[src/rtl/dp_ctrl_pkg.sv]
// Shared encodings for the ARMv7 data-processing multi-cycle controller:
// FSM states, condition codes, opcodes, operand-select codes and condition evaluation.
package dp_ctrl_pkg;

  typedef enum logic [2:0] {
    S_IDLE   = 3'd0,
    S_FETCH  = 3'd1,
    S_DECODE = 3'd2,
    S_EXEC   = 3'd3,
    S_WB     = 3'd4,
    S_TRAP   = 3'd5
  } state_e;

  localparam logic [3:0] COND_EQ = 4'h0;
  localparam logic [3:0] COND_NE = 4'h1;
  localparam logic [3:0] COND_CS = 4'h2;
  localparam logic [3:0] COND_CC = 4'h3;
  localparam logic [3:0] COND_MI = 4'h4;
  localparam logic [3:0] COND_PL = 4'h5;
  localparam logic [3:0] COND_VS = 4'h6;
  localparam logic [3:0] COND_VC = 4'h7;
  localparam logic [3:0] COND_HI = 4'h8;
  localparam logic [3:0] COND_LS = 4'h9;
  localparam logic [3:0] COND_GE = 4'hA;
  localparam logic [3:0] COND_LT = 4'hB;
  localparam logic [3:0] COND_GT = 4'hC;
  localparam logic [3:0] COND_LE = 4'hD;
  localparam logic [3:0] COND_AL = 4'hE;
  localparam logic [3:0] COND_NV = 4'hF;

  localparam logic [3:0] OP_AND = 4'h0;
  localparam logic [3:0] OP_EOR = 4'h1;
  localparam logic [3:0] OP_SUB = 4'h2;
  localparam logic [3:0] OP_RSB = 4'h3;
  localparam logic [3:0] OP_ADD = 4'h4;
  localparam logic [3:0] OP_ADC = 4'h5;
  localparam logic [3:0] OP_SBC = 4'h6;
  localparam logic [3:0] OP_RSC = 4'h7;
  localparam logic [3:0] OP_TST = 4'h8;
  localparam logic [3:0] OP_TEQ = 4'h9;
  localparam logic [3:0] OP_CMP = 4'hA;
  localparam logic [3:0] OP_CMN = 4'hB;
  localparam logic [3:0] OP_ORR = 4'hC;
  localparam logic [3:0] OP_MOV = 4'hD;
  localparam logic [3:0] OP_BIC = 4'hE;
  localparam logic [3:0] OP_MVN = 4'hF;

  // Shift-amount source select
  localparam logic [1:0] RS_REG   = 2'b00;
  localparam logic [1:0] RS_SHIMM = 2'b01;
  localparam logic [1:0] RS_ROT   = 2'b10;

  // Immediate operands always use the rotate-right path of the shifter
  localparam logic [2:0] SHIFT_IMM_ROT = 3'b110;

  function automatic logic is_compare_op(input logic [3:0] op);
    return (op == OP_TST) || (op == OP_TEQ) || (op == OP_CMP) || (op == OP_CMN);
  endfunction

  function automatic logic cond_pass(input logic [3:0] cond, input logic [3:0] nzcv);
    logic n, z, c, v;
    {n, z, c, v} = nzcv;
    case (cond)
      COND_EQ: return z;
      COND_NE: return !z;
      COND_CS: return c;
      COND_CC: return !c;
      COND_MI: return n;
      COND_PL: return !n;
      COND_VS: return v;
      COND_VC: return !v;
      COND_HI: return c && !z;
      COND_LS: return !c || z;
      COND_GE: return n == v;
      COND_LT: return n != v;
      COND_GT: return !z && (n == v);
      COND_LE: return z || (n != v);
      COND_AL: return 1'b1;
      default: return 1'b0;
    endcase
  endfunction

endpackage

[src/rtl/dp_cond_check.sv]
// Combinational ARM condition-code check: condition field plus NZCV flags -> pass.
module dp_cond_check
  import dp_ctrl_pkg::*;
(
  input  logic [3:0] cond,
  input  logic [3:0] nzcv,
  output logic       pass
);

  assign pass = cond_pass(cond, nzcv);

endmodule

[src/rtl/dp_multicycle_ctrl.sv]
// Multi-cycle controller for the ARMv7 data-processing datapath: fetch handshake,
// condition gating, undefined-instruction trap and saturating retired/skipped counters.
module dp_multicycle_ctrl
  import dp_ctrl_pkg::*;
#(
  parameter int INST_W  = 32,
  parameter int COND_EN = 1,
  parameter int CNT_W   = 16
) (
  input  logic              clk,
  input  logic              Rst,
  input  logic [INST_W-1:0] Inst,
  input  logic [3:0]        NZCV,
  input  logic              inst_valid,
  output logic              Write_PC,
  output logic              Write_IR,
  output logic              Write_Reg,
  output logic              LA,
  output logic              LB,
  output logic              LC,
  output logic              LF,
  output logic              rm_imm_s,
  output logic [1:0]        rs_imm_s,
  output logic [3:0]        ALU_OP,
  output logic [2:0]        SHIFT_OP,
  output logic              S,
  output logic              trap,
  output logic [2:0]        state,
  output logic [CNT_W-1:0]  retired_cnt,
  output logic [CNT_W-1:0]  skipped_cnt
);

  if (INST_W != 32) begin : g_bad_inst_w
    $error("dp_multicycle_ctrl: INST_W must be 32");
  end

  function automatic logic [CNT_W-1:0] sat_inc(input logic [CNT_W-1:0] v);
    return (&v) ? v : v + {{(CNT_W-1){1'b0}}, 1'b1};
  endfunction

  state_e           state_q, state_d;
  logic             trap_q;
  logic [CNT_W-1:0] retired_q, skipped_q;

  logic [3:0] cond_f, opcode_f;
  logic       imm_f, sbit_f, regshift_f, bit7_f;
  logic       cond_ok, undef;

  assign cond_f     = Inst[31:28];
  assign imm_f      = Inst[25];
  assign opcode_f   = Inst[24:21];
  assign sbit_f     = Inst[20];
  assign bit7_f     = Inst[7];
  assign regshift_f = Inst[4];

  // Fields not needed by the controller (register numbers, immediates)
  logic unused_fields;
  assign unused_fields = ^{Inst[19:8], Inst[3:0], NZCV};

  if (COND_EN != 0) begin : g_cond
    dp_cond_check u_cond (
      .cond (cond_f),
      .nzcv (NZCV),
      .pass (cond_ok)
    );
  end else begin : g_nocond
    assign cond_ok = 1'b1;
  end

  // Multiplies/extra load-stores, non-DP classes, flagless compares and the NV space
  assign undef = (Inst[27:26] != 2'b00)
              || (!imm_f && regshift_f && bit7_f)
              || (is_compare_op(opcode_f) && !sbit_f)
              || (cond_f == COND_NV);

  always_ff @(posedge clk) begin
    if (Rst) state_q <= S_IDLE;
    else     state_q <= state_d;
  end

  always_comb begin
    state_d = state_q;
    case (state_q)
      S_IDLE:   state_d = S_FETCH;
      S_FETCH:  if (inst_valid) state_d = S_DECODE;
      S_DECODE: begin
        if (undef)         state_d = S_TRAP;
        else if (!cond_ok) state_d = S_FETCH;
        else               state_d = S_EXEC;
      end
      S_EXEC:   state_d = S_WB;
      S_WB:     state_d = S_FETCH;
      S_TRAP:   state_d = S_TRAP;
      default:  state_d = S_IDLE;
    endcase
  end

  always_ff @(posedge clk) begin
    if (Rst) begin
      trap_q    <= 1'b0;
      retired_q <= '0;
      skipped_q <= '0;
    end else begin
      if (state_q == S_WB)
        retired_q <= sat_inc(retired_q);
      if (state_q == S_DECODE && !undef && !cond_ok)
        skipped_q <= sat_inc(skipped_q);
      if (state_q == S_DECODE && undef)
        trap_q <= 1'b1;
    end
  end

  always_comb begin
    Write_PC  = 1'b0;
    Write_IR  = 1'b0;
    Write_Reg = 1'b0;
    LA        = 1'b0;
    LB        = 1'b0;
    LC        = 1'b0;
    LF        = 1'b0;
    S         = 1'b0;
    rm_imm_s  = 1'b0;
    rs_imm_s  = 2'b00;
    ALU_OP    = 4'h0;
    SHIFT_OP  = 3'b000;
    case (state_q)
      S_FETCH: begin
        Write_PC = inst_valid;
        Write_IR = inst_valid;
      end
      S_DECODE: begin
        LA = 1'b1;
        LB = 1'b1;
        LC = 1'b1;
      end
      S_EXEC: begin
        LF = 1'b1;
        S  = sbit_f;
      end
      S_WB:    Write_Reg = !is_compare_op(opcode_f);
      default: ;
    endcase
    if (state_q == S_DECODE || state_q == S_EXEC || state_q == S_WB) begin
      ALU_OP   = opcode_f;
      rm_imm_s = imm_f;
      SHIFT_OP = imm_f ? SHIFT_IMM_ROT : {Inst[6:5], regshift_f};
      if (imm_f)           rs_imm_s = RS_ROT;
      else if (regshift_f) rs_imm_s = RS_REG;
      else                 rs_imm_s = RS_SHIMM;
    end
  end

  assign trap        = (state_q == S_IDLE) ? 1'b0 : trap_q;
  assign state       = state_q;
  assign retired_cnt = retired_q;
  assign skipped_cnt = skipped_q;

endmodule
[config.mk]
export PLATFORM = sky130hd
export DESIGN_NAME = dp_multicycle_ctrl
export DESIGN_NICKNAME = d
export VERILOG_FILES = /design/src/rtl/dp_ctrl_pkg.sv /design/src/rtl/dp_cond_check.sv /design/src/rtl/dp_multicycle_ctrl.sv
export SDC_FILE = /design/constraint.sdc
export NUM_CORES = 1
export LEC_CHECK = 0
export BUFFER_PORTS_ARGS = -buffer_cell sky130_fd_sc_hd__buf_2
export CORE_MARGIN = 2
export CORE_UTILIZATION = 41
export CTS_CLUSTER_SIZE = 40
export DETAILED_ROUTE_END_ITERATION = 12
export MAX_ROUTING_LAYER = met4
export PLACE_DENSITY = 0.69
export SETUP_SLACK_MARGIN = 0.2
export SYNTH_ARGS = -nofsm -noshare
export SYNTH_HDL_FRONTEND = slang
export SYNTH_SLANG_ARGS = --single-unit
[constraint.sdc]
create_clock -name clk -period 6.2 [get_ports clk]
set_clock_uncertainty 0.15 [all_clocks]
set_input_delay 0.62 -clock clk [delete_from_list [all_inputs] [get_ports clk]]
set_output_delay 0.62 -clock clk [all_outputs]
set_load 0.02 [all_outputs]
==> results.json, run 1 <==
{
  "clk_sink_count": 36,
  "placed_cells": 399,
  "layout-drive-gt1-share_pct": 30.3,
  "routed-via-count": 2158,
  "cp-end-kind": "primary output",
  "startpoint_type": "flop",
  "numCtsBuffers": 5,
  "final_routed_drc_violation_total": 0,
  "first_global_vias": 1912,
  "clk_latency_ns": 0.29,
  "cp_num_buf_inv": 1,
  "dpl_worst_slack_ns": 3.22,
  "drt_pass1_iterations": 4,
  "final_net_count": 377,
  "yosys-top-cells-area": "dfxtp_1 33%, nor2_1 7.9%, xor2_1 4.4%",
  "grt_start_max_net_pins": 46,
  "crit_chain": "nor2_1 > nand2_1 > a21boi_1 > nor2b_1 > buf_2",
  "post-route-util_pct": 51.5,
  "initial_core_util_pct": 42.7,
  "cts_clock_pin_slew_for_the_worst_setup_and_hold_paths_ns": 0.07,
  "synth-seq-cells": 36,
  "max_freq_mhz": 363,
  "top_level_ports": 93,
  "muxShareOfSynthArea_pct": 7.18,
  "worst-endpoint-arrival_ns": 1.99,
  "critical_setup_path_class": "reg -> out",
  "clk_root_buffer_cell": "clkbuf_8",
  "antenna_found_initial": 0,
  "post_synth_instance_area_sq_um": 2200,
  "synthArstFlopShare_pct": 0,
  "num_rows": 26,
  "synth_ff_type": "dfxtp_1",
  "ir_drop_uv": 85.6,
  "die_area_sq_um": 5960,
  "cts-resized-gates": 0,
  "setup-violations-final": 0,
  "synth.top_cell.area_share_pct": 32.8,
  "worst_ep_required_time_ns": 5.43,
  "drv_slew": 0,
  "post_synth_num_cell_types": 54,
  "critPathTopFamily": "compound AO/OA/AOI/OAI gates",
  "portBuffers": 76,
  "synth_commonest_cells": "46 x nor2_1, 36 x dfxtp_1, 17 x nand2_1",
  "simple_gate_fraction_of_synth_area_pct": 36.6,
  "fraction_of_the_mapped_netlist_area_in_compound_gates_pct": 10.8,
  "fillerInstances": 528,
  "dr.first_iter.drc_count": 55,
  "hpwlAfterDp_um": 3730,
  "post_synth_xor_area_fraction_pct": 5.58,
  "power_leakage_nw": 1.16,
  "final_cells": 407,
  "critPathMaxFanout": 11,
  "period_needed_ns": 2.76,
  "critPathSlowestCell": "a21boi_1",
  "pin_slew_with_the_least_headroom_to_its_limit_ns": 1.04,
  "antennaDiodeCount": 0,
  "hold_viol": 0,
  "yosys_warnings": 0,
  "synth_largest_area_cell": "dfxtp_1",
  "setup_repair_after_global_routing_missed_its_margin": "no",
  "multi_input_logic_area_sq_um": 1350,
  "postPlaceCellArea_sq_um": 2560,
  "post-synth-top-count-cell": "nor2_1",
  "layout_setup_ws_ns": 3.44,
  "finalCritPeriodShare_pct": 44.4,
  "post_synth_fa_ha_maj_area_fraction_pct": 1.14,
  "h-tree-depth": 2,
  "cts_tree": "built",
  "route.final.wire_length_um": 5120,
  "power_per_cell_area_nw_per_um2": 172,
  "synth_sequential_area_ratio_pct": 32.8,
  "slowest_delay_ns": 0.59,
  "gp_routability_congestion": 0.793,
  "synthToLayoutAreaGrowth_pct": 20.6,
  "power_uw": 457,
  "ctsLongestPathBuffers": 2,
  "worstHoldPathType": "reg -> reg",
  "globalRouteTotalUtil_pct": 17.6,
  "grt_pass1_wl_um": 8470,
  "register_area_sq_um": 721,
  "fin_tns_setup_ns": 0,
  "gr-total-overflow": 0,
  "synth_top_family_by_area": "simple AND/OR/NAND/NOR gates",
  "viasPerCell": 5.30,
  "final_cell_area_sq_um": 2650,
  "syn-num-nets": 310,
  "syn_inst": 269,
  "hold_buffers": 0,
  "synth.avg_cell_area_sq_um": 8.16,
  "status": "finished, final reports clean",
  "core_sq_um": 5140,
  "max-cap-violations": 0,
  "antenna_left": 0,
  "timing.max_slew.rel_slack_pct": 30.0,
  "detail_route.wl_per_cell_um": 12.6,
  "dieWidth_um": 77.2,
  "die_height_um": 77.2,
  "post_cts.repair.setup_buffers": 0,
  "whs_ns": 0.326,
  "synth-edff-count": 0
}
-- worst paths after layout --
check,startpoint,to,slack (ns),depth (start not counted)
setup / recovery,state[1]$_SDFFE_PP0P_,rm_imm_s,3.44,5
hold / removal,trap_q$_SDFFE_PP0P_,trap_q$_SDFFE_PP0P_,0.33,2
setup reg to reg,skipped_cnt[0]$_SDFFE_PP0P_,skipped_cnt[15]$_SDFFE_PP0P_,3.72,7
hold reg to reg,trap_q$_SDFFE_PP0P_,trap_q$_SDFFE_PP0P_,0.33,2
-- registers in the layout (all words and copies together), names as in the netlist --
register and flops:
retired_cnt 16, skipped_cnt 16, state 3, trap_q 1
-- power breakdown --
group          internal [mW]  leakage [nW]  switching [mW]
sequential             0.233         0.290         0.00240
combinational         0.0210         0.817          0.0365
clock                 0.0782        0.0479          0.0861
total                  0.332          1.16           0.125
-- placed cells by master, fill, tap and decap left out, drive strengths merged, types with 3 or more instances in the layout --
master  instances
a21oi          11
and2            3
and3            3
buf            76
clkbuf          5
clkinv          3
dfxtp          36
inv             7
mux2           11
mux2i           3
nand2          17
nand2b          3
nand3          16
nand4          16
nor2           46
nor2b          15
nor3            4
nor4           10
o21ai           6
xnor2           3
xor2           11
-- routing by layer --
metal	global-route usage (%)	vias to the layer above	share of wire, %
li1	-	1086	-
met1	21.0	999	46
met2	28.7	68	46
met3	5.18	5	7.1
met4	5.00	0	0.90
met5	-	-	0
-- final cells by class --
type	instances	area share (%)
multi-input cells	210	50.8
flip-flops and latches	36	27.2
repair buffers	76	14.4
well taps	70	3.31
clock buffers	5	2.60
inverters	7	0.992
clock inverters	3	0.709
-- cell families after synthesis --
group	after synthesis
AO/OA/AOI/OAI	32
XOR/XNOR	14
adder cells (fa/ha/maj)	2
buffers and inverters	23
flip-flops	36
multiplexers	14
AND/OR/NAND/NOR	148
-- worst register-to-register path, cell delays in order (launching register included) --
cell	delay (ns)
dfxtp_1	0.36
ha_1	0.24
nand3_2	0.19
nor4_1	0.09
nor3_1	0.32
nand4_4	0.30
nor4_1	0.36
mux2_2	0.37
Note: power is estimated with default switching activity, not from simulation.
==> inputs of run 2 (changes only) <==
--- a/config.mk
+++ b/config.mk
@@ -5,13 +5,14 @@
 export SDC_FILE = /design/constraint.sdc
 export NUM_CORES = 1
 export LEC_CHECK = 0
+export ABC_AREA = 1
 export BUFFER_PORTS_ARGS = -buffer_cell sky130_fd_sc_hd__buf_2
 export CORE_MARGIN = 2
 export CORE_UTILIZATION = 41
 export CTS_CLUSTER_SIZE = 40
 export DETAILED_ROUTE_END_ITERATION = 12
 export MAX_ROUTING_LAYER = met4
-export PLACE_DENSITY = 0.69
+export PLACE_DENSITY = 0.67
 export SETUP_SLACK_MARGIN = 0.2
 export SYNTH_ARGS = -nofsm -noshare
 export SYNTH_HDL_FRONTEND = slang
==> constraint.sdc (replaced) <==
create_clock -name clk -period 2.6 [get_ports clk]
set_clock_uncertainty 0.15 [all_clocks]
set_input_delay 0.26 -clock clk [delete_from_list [all_inputs] [get_ports clk]]
set_output_delay 0.26 -clock clk [all_outputs]
set_load 0.02 [all_outputs]
==> results.json, run 2 <==
{
  "power_leakage_nw": 1.38,
  "layout-drive-gt1-share_pct": 22.4,
  "drv_slew": 0,
  "synth-seq-cells": 36,
  "grt_start_max_net_pins": 29,
  "post-synth-top-count-cell": "nand2_1",
  "synth.top_cell.area_share_pct": 28.7,
  "crit_chain": "nor3_2 > a21oi_1 > nor2_1 > buf_2",
  "cts_tree": "built",
  "syn_inst": 392,
  "clk_sink_count": 36,
  "globalRouteMet3Util_pct": 3.70,
  "post_cts.repair.setup_buffers": 0,
  "final_cells": 539,
  "dpl_worst_slack_ns": 0.614,
  "initial_core_util_pct": 42.4,
  "dieWidth_um": 82.3,
  "status": "finished, final reports clean",
  "worst_ep_required_time_ns": 2.19,
  "num_rows": 28,
  "critPathSlowestCell": "a21oi_1",
  "routed-via-count": 2689,
  "synth_largest_area_cell": "dfxtp_1",
  "yosys-top-cells-area": "dfxtp_1 29%, nand2_1 15%, a21oi_1 7.2%",
  "critical_setup_path_class": "reg -> out",
  "synth_commonest_cells": "98 x nand2_1, 48 x inv_1, 47 x nor2_1",
  "synth-edff-count": 0,
  "drt_pass1_iterations": 4,
  "setup_repair_after_global_routing_missed_its_margin": "no",
  "first_global_vias": 2357,
  "die_area_sq_um": 6770,
  "antenna_left": 0,
  "slowest_delay_ns": 0.49,
  "clk_root_buffer_cell": "clkbuf_8",
  "globalRouteTotalUtil_pct": 19.8,
  "ctsLongestPathBuffers": 2,
  "mostFrequentLayoutCell": "nand2_1",
  "numCtsBuffers": 5,
  "core_sq_um": 5920,
  "placed_cells": 532,
  "power_per_cell_area_nw_per_um2": 382,
  "grtUsageMet1_pct": 24.8,
  "synth_ff_type": "dfxtp_1",
  "cp_num_buf_inv": 1,
  "grt_use_met2_pct": 33.5,
  "synthToLayoutAreaGrowth_pct": 18.2,
  "startpoint_type": "flop",
  "hold_buffers": 0,
  "hold_viol": 0,
  "gr-total-overflow": 0,
  "cts-resized-gates": 0,
  "max_freq_mhz": 487,
  "clk_latency_ns": 0.28,
  "top_level_ports": 93,
  "fin_tns_setup_ns": 0,
  "critPathTopFamily": "compound AO/OA/AOI/OAI gates",
  "post_synth_num_cell_types": 33,
  "finalCritPeriodShare_pct": 78.9,
  "grt_pass1_wl_um": 10400,
  "yosys_warnings": 0,
  "setup-violations-final": 0,
  "cts_clock_pin_slew_for_the_worst_setup_and_hold_paths_ns": 0.07,
  "final_cell_area_sq_um": 2970,
  "post-route-util_pct": 50.1,
  "layout.cells.most_common_list": "98 x nand2_1, 76 x buf_2, 48 x inv_1",
  "dr.first_iter.drc_count": 135,
  "synth.avg_cell_area_sq_um": 6.41,
  "global_route.peak_usage_layer": "met2",
  "viasPerCell": 4.99,
  "synthArstFlopShare_pct": 0,
  "h-tree-depth": 2,
  "antenna_found_initial": 0,
  "period_needed_ns": 2.05,
  "critPathMaxFanout": 9,
  "syn-num-nets": 433,
  "synth_sequential_area_ratio_pct": 28.7,
  "worstHoldPathType": "in -> reg",
  "hpwlAfterDp_um": 4720,
  "final_net_count": 505,
  "post_synth_instance_area_sq_um": 2510,
  "gp_routability_congestion": 0.921,
  "pin_slew_with_the_least_headroom_to_its_limit_ns": 0.594,
  "layout_setup_ws_ns": 0.549,
  "antennaDiodeCount": 0,
  "ir_drop_uv": 220,
  "postPlaceCellArea_sq_um": 2890,
  "cp-end-kind": "primary output",
  "worst-endpoint-arrival_ns": 1.64,
  "timing.max_slew.rel_slack_pct": 60.4,
  "final_routed_drc_violation_total": 0,
  "die_height_um": 82.3,
  "detail_route.wl_per_cell_um": 11.6,
  "portBuffers": 76,
  "max-cap-violations": 0,
  "fillerInstances": 632,
  "route.final.wire_length_um": 6230
}
-- run 2: cell count changes after synthesis, sizes merged, moves of 9 or more --
cell and change:
nand2 +87, inv +45, a21oi +26, nor2b -15, nor3 +13, mux2 -11, nand3 +9
-- run 2: cell families (layout without fill, tap and decap cells) --
kind of cell               Yosys count  count (layout)  share of synthesized area [%]
and+or+nand+nor                    222             222                           42.0
AOI/OAI and AO/OA                   50              50                           10.3
DFF                                 36              36                           28.7
buffers and inverters               65             137                           12.1
adders and majority gates            2               2                          0.996
xor gates and xnor gates            17              17                           5.93
-- run 2: worst paths after layout --
check	startpoint	to	slack (ns)	depth (start not counted)
max	state[0]$_SDFFE_PP0P_	rm_imm_s	0.55	4
min	inst_valid	state[0]$_SDFFE_PP0P_	0.12	4
max reg2reg	retired_cnt[0]$_SDFFE_PP0P_	retired_cnt[10]$_SDFFE_PP0P_	0.57	9
min reg2reg	trap_q$_SDFFE_PP0P_	trap_q$_SDFFE_PP0P_	0.31	2
-- run 2: layout make-up --
cell class,instances,area [sq um],area share [%]
Clock buffer,6,72.6,2.44
Tap cell,75,93.8,3.16
Multi-Input combinational cell,291,1490,50.1
Sequential cell,36,721,24.3
Clock inverter,1,5.00,0.169
Timing Repair Buffer,78,395,13.3
Inverter,52,195,6.57
-- run 2: power breakdown --
| group | leakage, nW | switching (mW) | internal (mW) |
|---|---|---|---|
| Combinational | 1.05 | 0.136 | 0.0608 |
| Sequential | 0.291 | 0.00989 | 0.558 |
| Clock | 0.0410 | 0.188 | 0.182 |
-- run 2: routing by layer --
layer / vias to the layer above / part of all wire [%]
met5: - / 0
met4: 0 / 0.90
met3: 7 / 4.0
met2: 57 / 49
met1: 1206 / 46
li1: 1419 / -
-- run 2: metrics by stage --
stage	power [mW]	hold WS, ns
finish	1.13	0.116
global route	1.20	0.141
CTS	1.15	0.109
detailed placement	0.778	0.300
global placement	0.776	0.302
floorplan	0.723	0.286
-- run 2: worst reg2reg max path, cell delays in order, from the launching register on --
cell and delay [ns]:
dfxtp_1 0.44, ha_1 0.24, nand3_1 0.12, nor3_1 0.19, nand3_1 0.10, nand2_1 0.22
nor2_1 0.17, nand2_1 0.11, nand2_1 0.05, nor3b_1 0.12
==> inputs of run 3 (changes only) <==
--- a/config.mk
+++ b/config.mk
@@ -5,14 +5,14 @@
 export SDC_FILE = /design/constraint.sdc
 export NUM_CORES = 1
 export LEC_CHECK = 0
-export ABC_AREA = 1
+export ABC_AREA = 0
 export BUFFER_PORTS_ARGS = -buffer_cell sky130_fd_sc_hd__buf_2
 export CORE_MARGIN = 2
 export CORE_UTILIZATION = 41
 export CTS_CLUSTER_SIZE = 40
 export DETAILED_ROUTE_END_ITERATION = 12
 export MAX_ROUTING_LAYER = met4
-export PLACE_DENSITY = 0.67
+export PLACE_DENSITY = 0.69
 export SETUP_SLACK_MARGIN = 0.2
 export SYNTH_ARGS = -nofsm -noshare
 export SYNTH_HDL_FRONTEND = slang
==> constraint.sdc (replaced) <==
create_clock -name clk -period 2.08 [get_ports clk]
set_clock_uncertainty 0.15 [all_clocks]
set_input_delay 0.208 -clock clk [delete_from_list [all_inputs] [get_ports clk]]
set_output_delay 0.208 -clock clk [all_outputs]
set_load 0.02 [all_outputs]
==> results.json, run 3 (synthesis results as in run 1) <==
{
  "status": "finished, final reports clean",
  "die_height_um": 77.2,
  "first_global_vias": 2417,
  "max-cap-violations": 0,
  "gr-total-overflow": 0,
  "timing.max_slew.rel_slack_pct": 68.0,
  "power_per_cell_area_nw_per_um2": 418,
  "power_mw": 1.51,
  "mostFrequentLayoutCell": "buf_2",
  "portBuffers": 76,
  "drt_pass1_iterations": 5,
  "final_cells": 474,
  "max_freq_mhz": 481,
  "hold_buffers": 0,
  "top_level_ports": 93,
  "finalCritPeriodShare_pct": 100,
  "layout.cells.most_common_list": "67 x buf_2, 57 x buf_4, 43 x nor2_1",
  "cts_tree": "built",
  "postPlaceCellArea_sq_um": 3020,
  "globalRouteTotalUtil_pct": 22.6,
  "clk_root_buffer_cell": "clkbuf_8",
  "worst_ep_required_time_ns": 2.16,
  "holdPathEnd": "state[1]$_SDFFE_PP0P_",
  "min_delay_path_depth": 3,
  "fillerInstances": 412,
  "numCtsBuffers": 5,
  "final_routed_drc_violation_total": 0,
  "r2r.worst_path.cells": 9,
  "setup-violations-final": 0,
  "h-tree-depth": 2,
  "final_cell_area_sq_um": 3600,
  "antenna_left": 0,
  "r2r_slack_ns": 0.0002,
  "worstHoldPathType": "in -> reg",
  "critical_setup_path_class": "reg -> reg",
  "slowest_delay_ns": 0.39,
  "startpoint": "skipped_cnt[1]$_SDFFE_PP0P_",
  "antenna_found_initial": 0,
  "worst-endpoint-arrival_ns": 2.16,
  "register_area_sq_um": 746,
  "gp_routability_congestion": 0.784,
  "grt_start_max_net_pins": 27,
  "drv_slew": 0,
  "detail_route.wl_per_cell_um": 14.4,
  "dieWidth_um": 77.2,
  "cp-end-kind": "flop",
  "layout-drive-gt1-share_pct": 52.7,
  "clk_latency_ns": 0.29,
  "clk_sink_count": 36,
  "cts_clock_pin_slew_for_the_worst_setup_and_hold_paths_ns": 0.08,
  "crit_chain": "ha_4 > nand3_4 > nor4_2 > nor3_4 > nand4_4 > buf_4 > buf_6 > or4_1 > a21oi_1",
  "setup_repair_after_global_routing_missed_its_margin": "yes",
  "dpl_worst_slack_ns": -0.184,
  "layout_setup_ws_ns": 0.000248,
  "ir_drop_uv": 323,
  "viasPerCell": 5.30,
  "critPathMaxFanout": 6,
  "num_rows": 26,
  "dr.first_iter.drc_count": 135,
  "ctsLongestPathBuffers": 2,
  "fin_tns_setup_ns": 0,
  "power_leakage_nw": 1.59,
  "reg2reg_from": "skipped_cnt[1]$_SDFFE_PP0P_",
  "post-route-util_pct": 70.1,
  "antennaDiodeCount": 0,
  "die_area_sq_um": 5960,
  "core_sq_um": 5140,
  "startpoint_type": "flop",
  "period_needed_ns": 2.08,
  "whs_ns": 0.0867,
  "grt_pass1_wl_um": 10800,
  "r2r_end": "skipped_cnt[3]$_SDFFE_PP0P_",
  "worst_hold_start": "inst_valid",
  "route.final.wire_length_um": 6840,
  "placed_cells": 446,
  "final_net_count": 444,
  "critPathSlowestCell": "or4_1",
  "routed-via-count": 2511,
  "multi_input_logic_area_sq_um": 1660,
  "hpwlAfterDp_um": 4380,
  "synthToLayoutAreaGrowth_pct": 64.2,
  "initial_core_util_pct": 42.7,
  "hold_viol": 0,
  "pin_slew_with_the_least_headroom_to_its_limit_ns": 0.480
}
-- run 3: what timing repair did --
| action | CTS | global route |
|---|---|---|
| gates cloned | 2 | 2 |
| resized for setup | 42 | 30 |
| pin swaps | 22 | 15 |
| endpoints found under the setup margin | 31 | 36 |
| buffers inserted | 10 | 6 |
-- run 3: layout make-up --
class | instances | area share [%]
Clock inverter | 1 | 0.174
Tap cell | 70 | 2.43
Clock buffer | 7 | 2.39
Multi-Input combinational cell | 212 | 46.1
Sequential cell | 36 | 20.7
Inverter | 7 | 0.729
Timing Repair Buffer | 141 | 27.5
-- run 3: per-layer routing --
metal	vias up	wire (um)	GRT usage [%]
met5	-	0	-
met4	0	141	7.68
met3	17	296	4.47
met2	67	3560	39.0
met1	1195	2850	26.0
li1	1232	-	-
-- run 3: critical path: cells and delay by family, from the launching register on --
family                     cells  cell delay, ns
AOI/OAI and AO/OA              1            0.12
adders and majority gates      1            0.17
DFF                            1            0.36
buffers and inverters          2            0.30
and+or+nand+nor                5            0.92
-- run 3: worst max-delay path by stage --
stage          depth (start not counted)                            to  slack (ns)
4_1_cts                                9   skipped_cnt[9]$_SDFFE_PP0P_       -0.03
5_1_grt                                9   skipped_cnt[3]$_SDFFE_PP0P_       -0.09
3_5_place_dp                           8  skipped_cnt[10]$_SDFFE_PP0P_       -0.18
3_3_place_gp                           7   skipped_cnt[7]$_SDFFE_PP0P_       -0.14
6_report                               9   skipped_cnt[3]$_SDFFE_PP0P_      0.0002
2_1_floorplan                          8   skipped_cnt[9]$_SDFFE_PP0P_       -0.05
-- run 3: power by group --
part | leakage [nW] | switching, mW | total [mW] | internal [mW]
Clock | 0.0488 | 0.265 | 0.535 | 0.270
Combinational | 1.24 | 0.150 | 0.278 | 0.128
Sequential | 0.297 | 0.00331 | 0.692 | 0.689
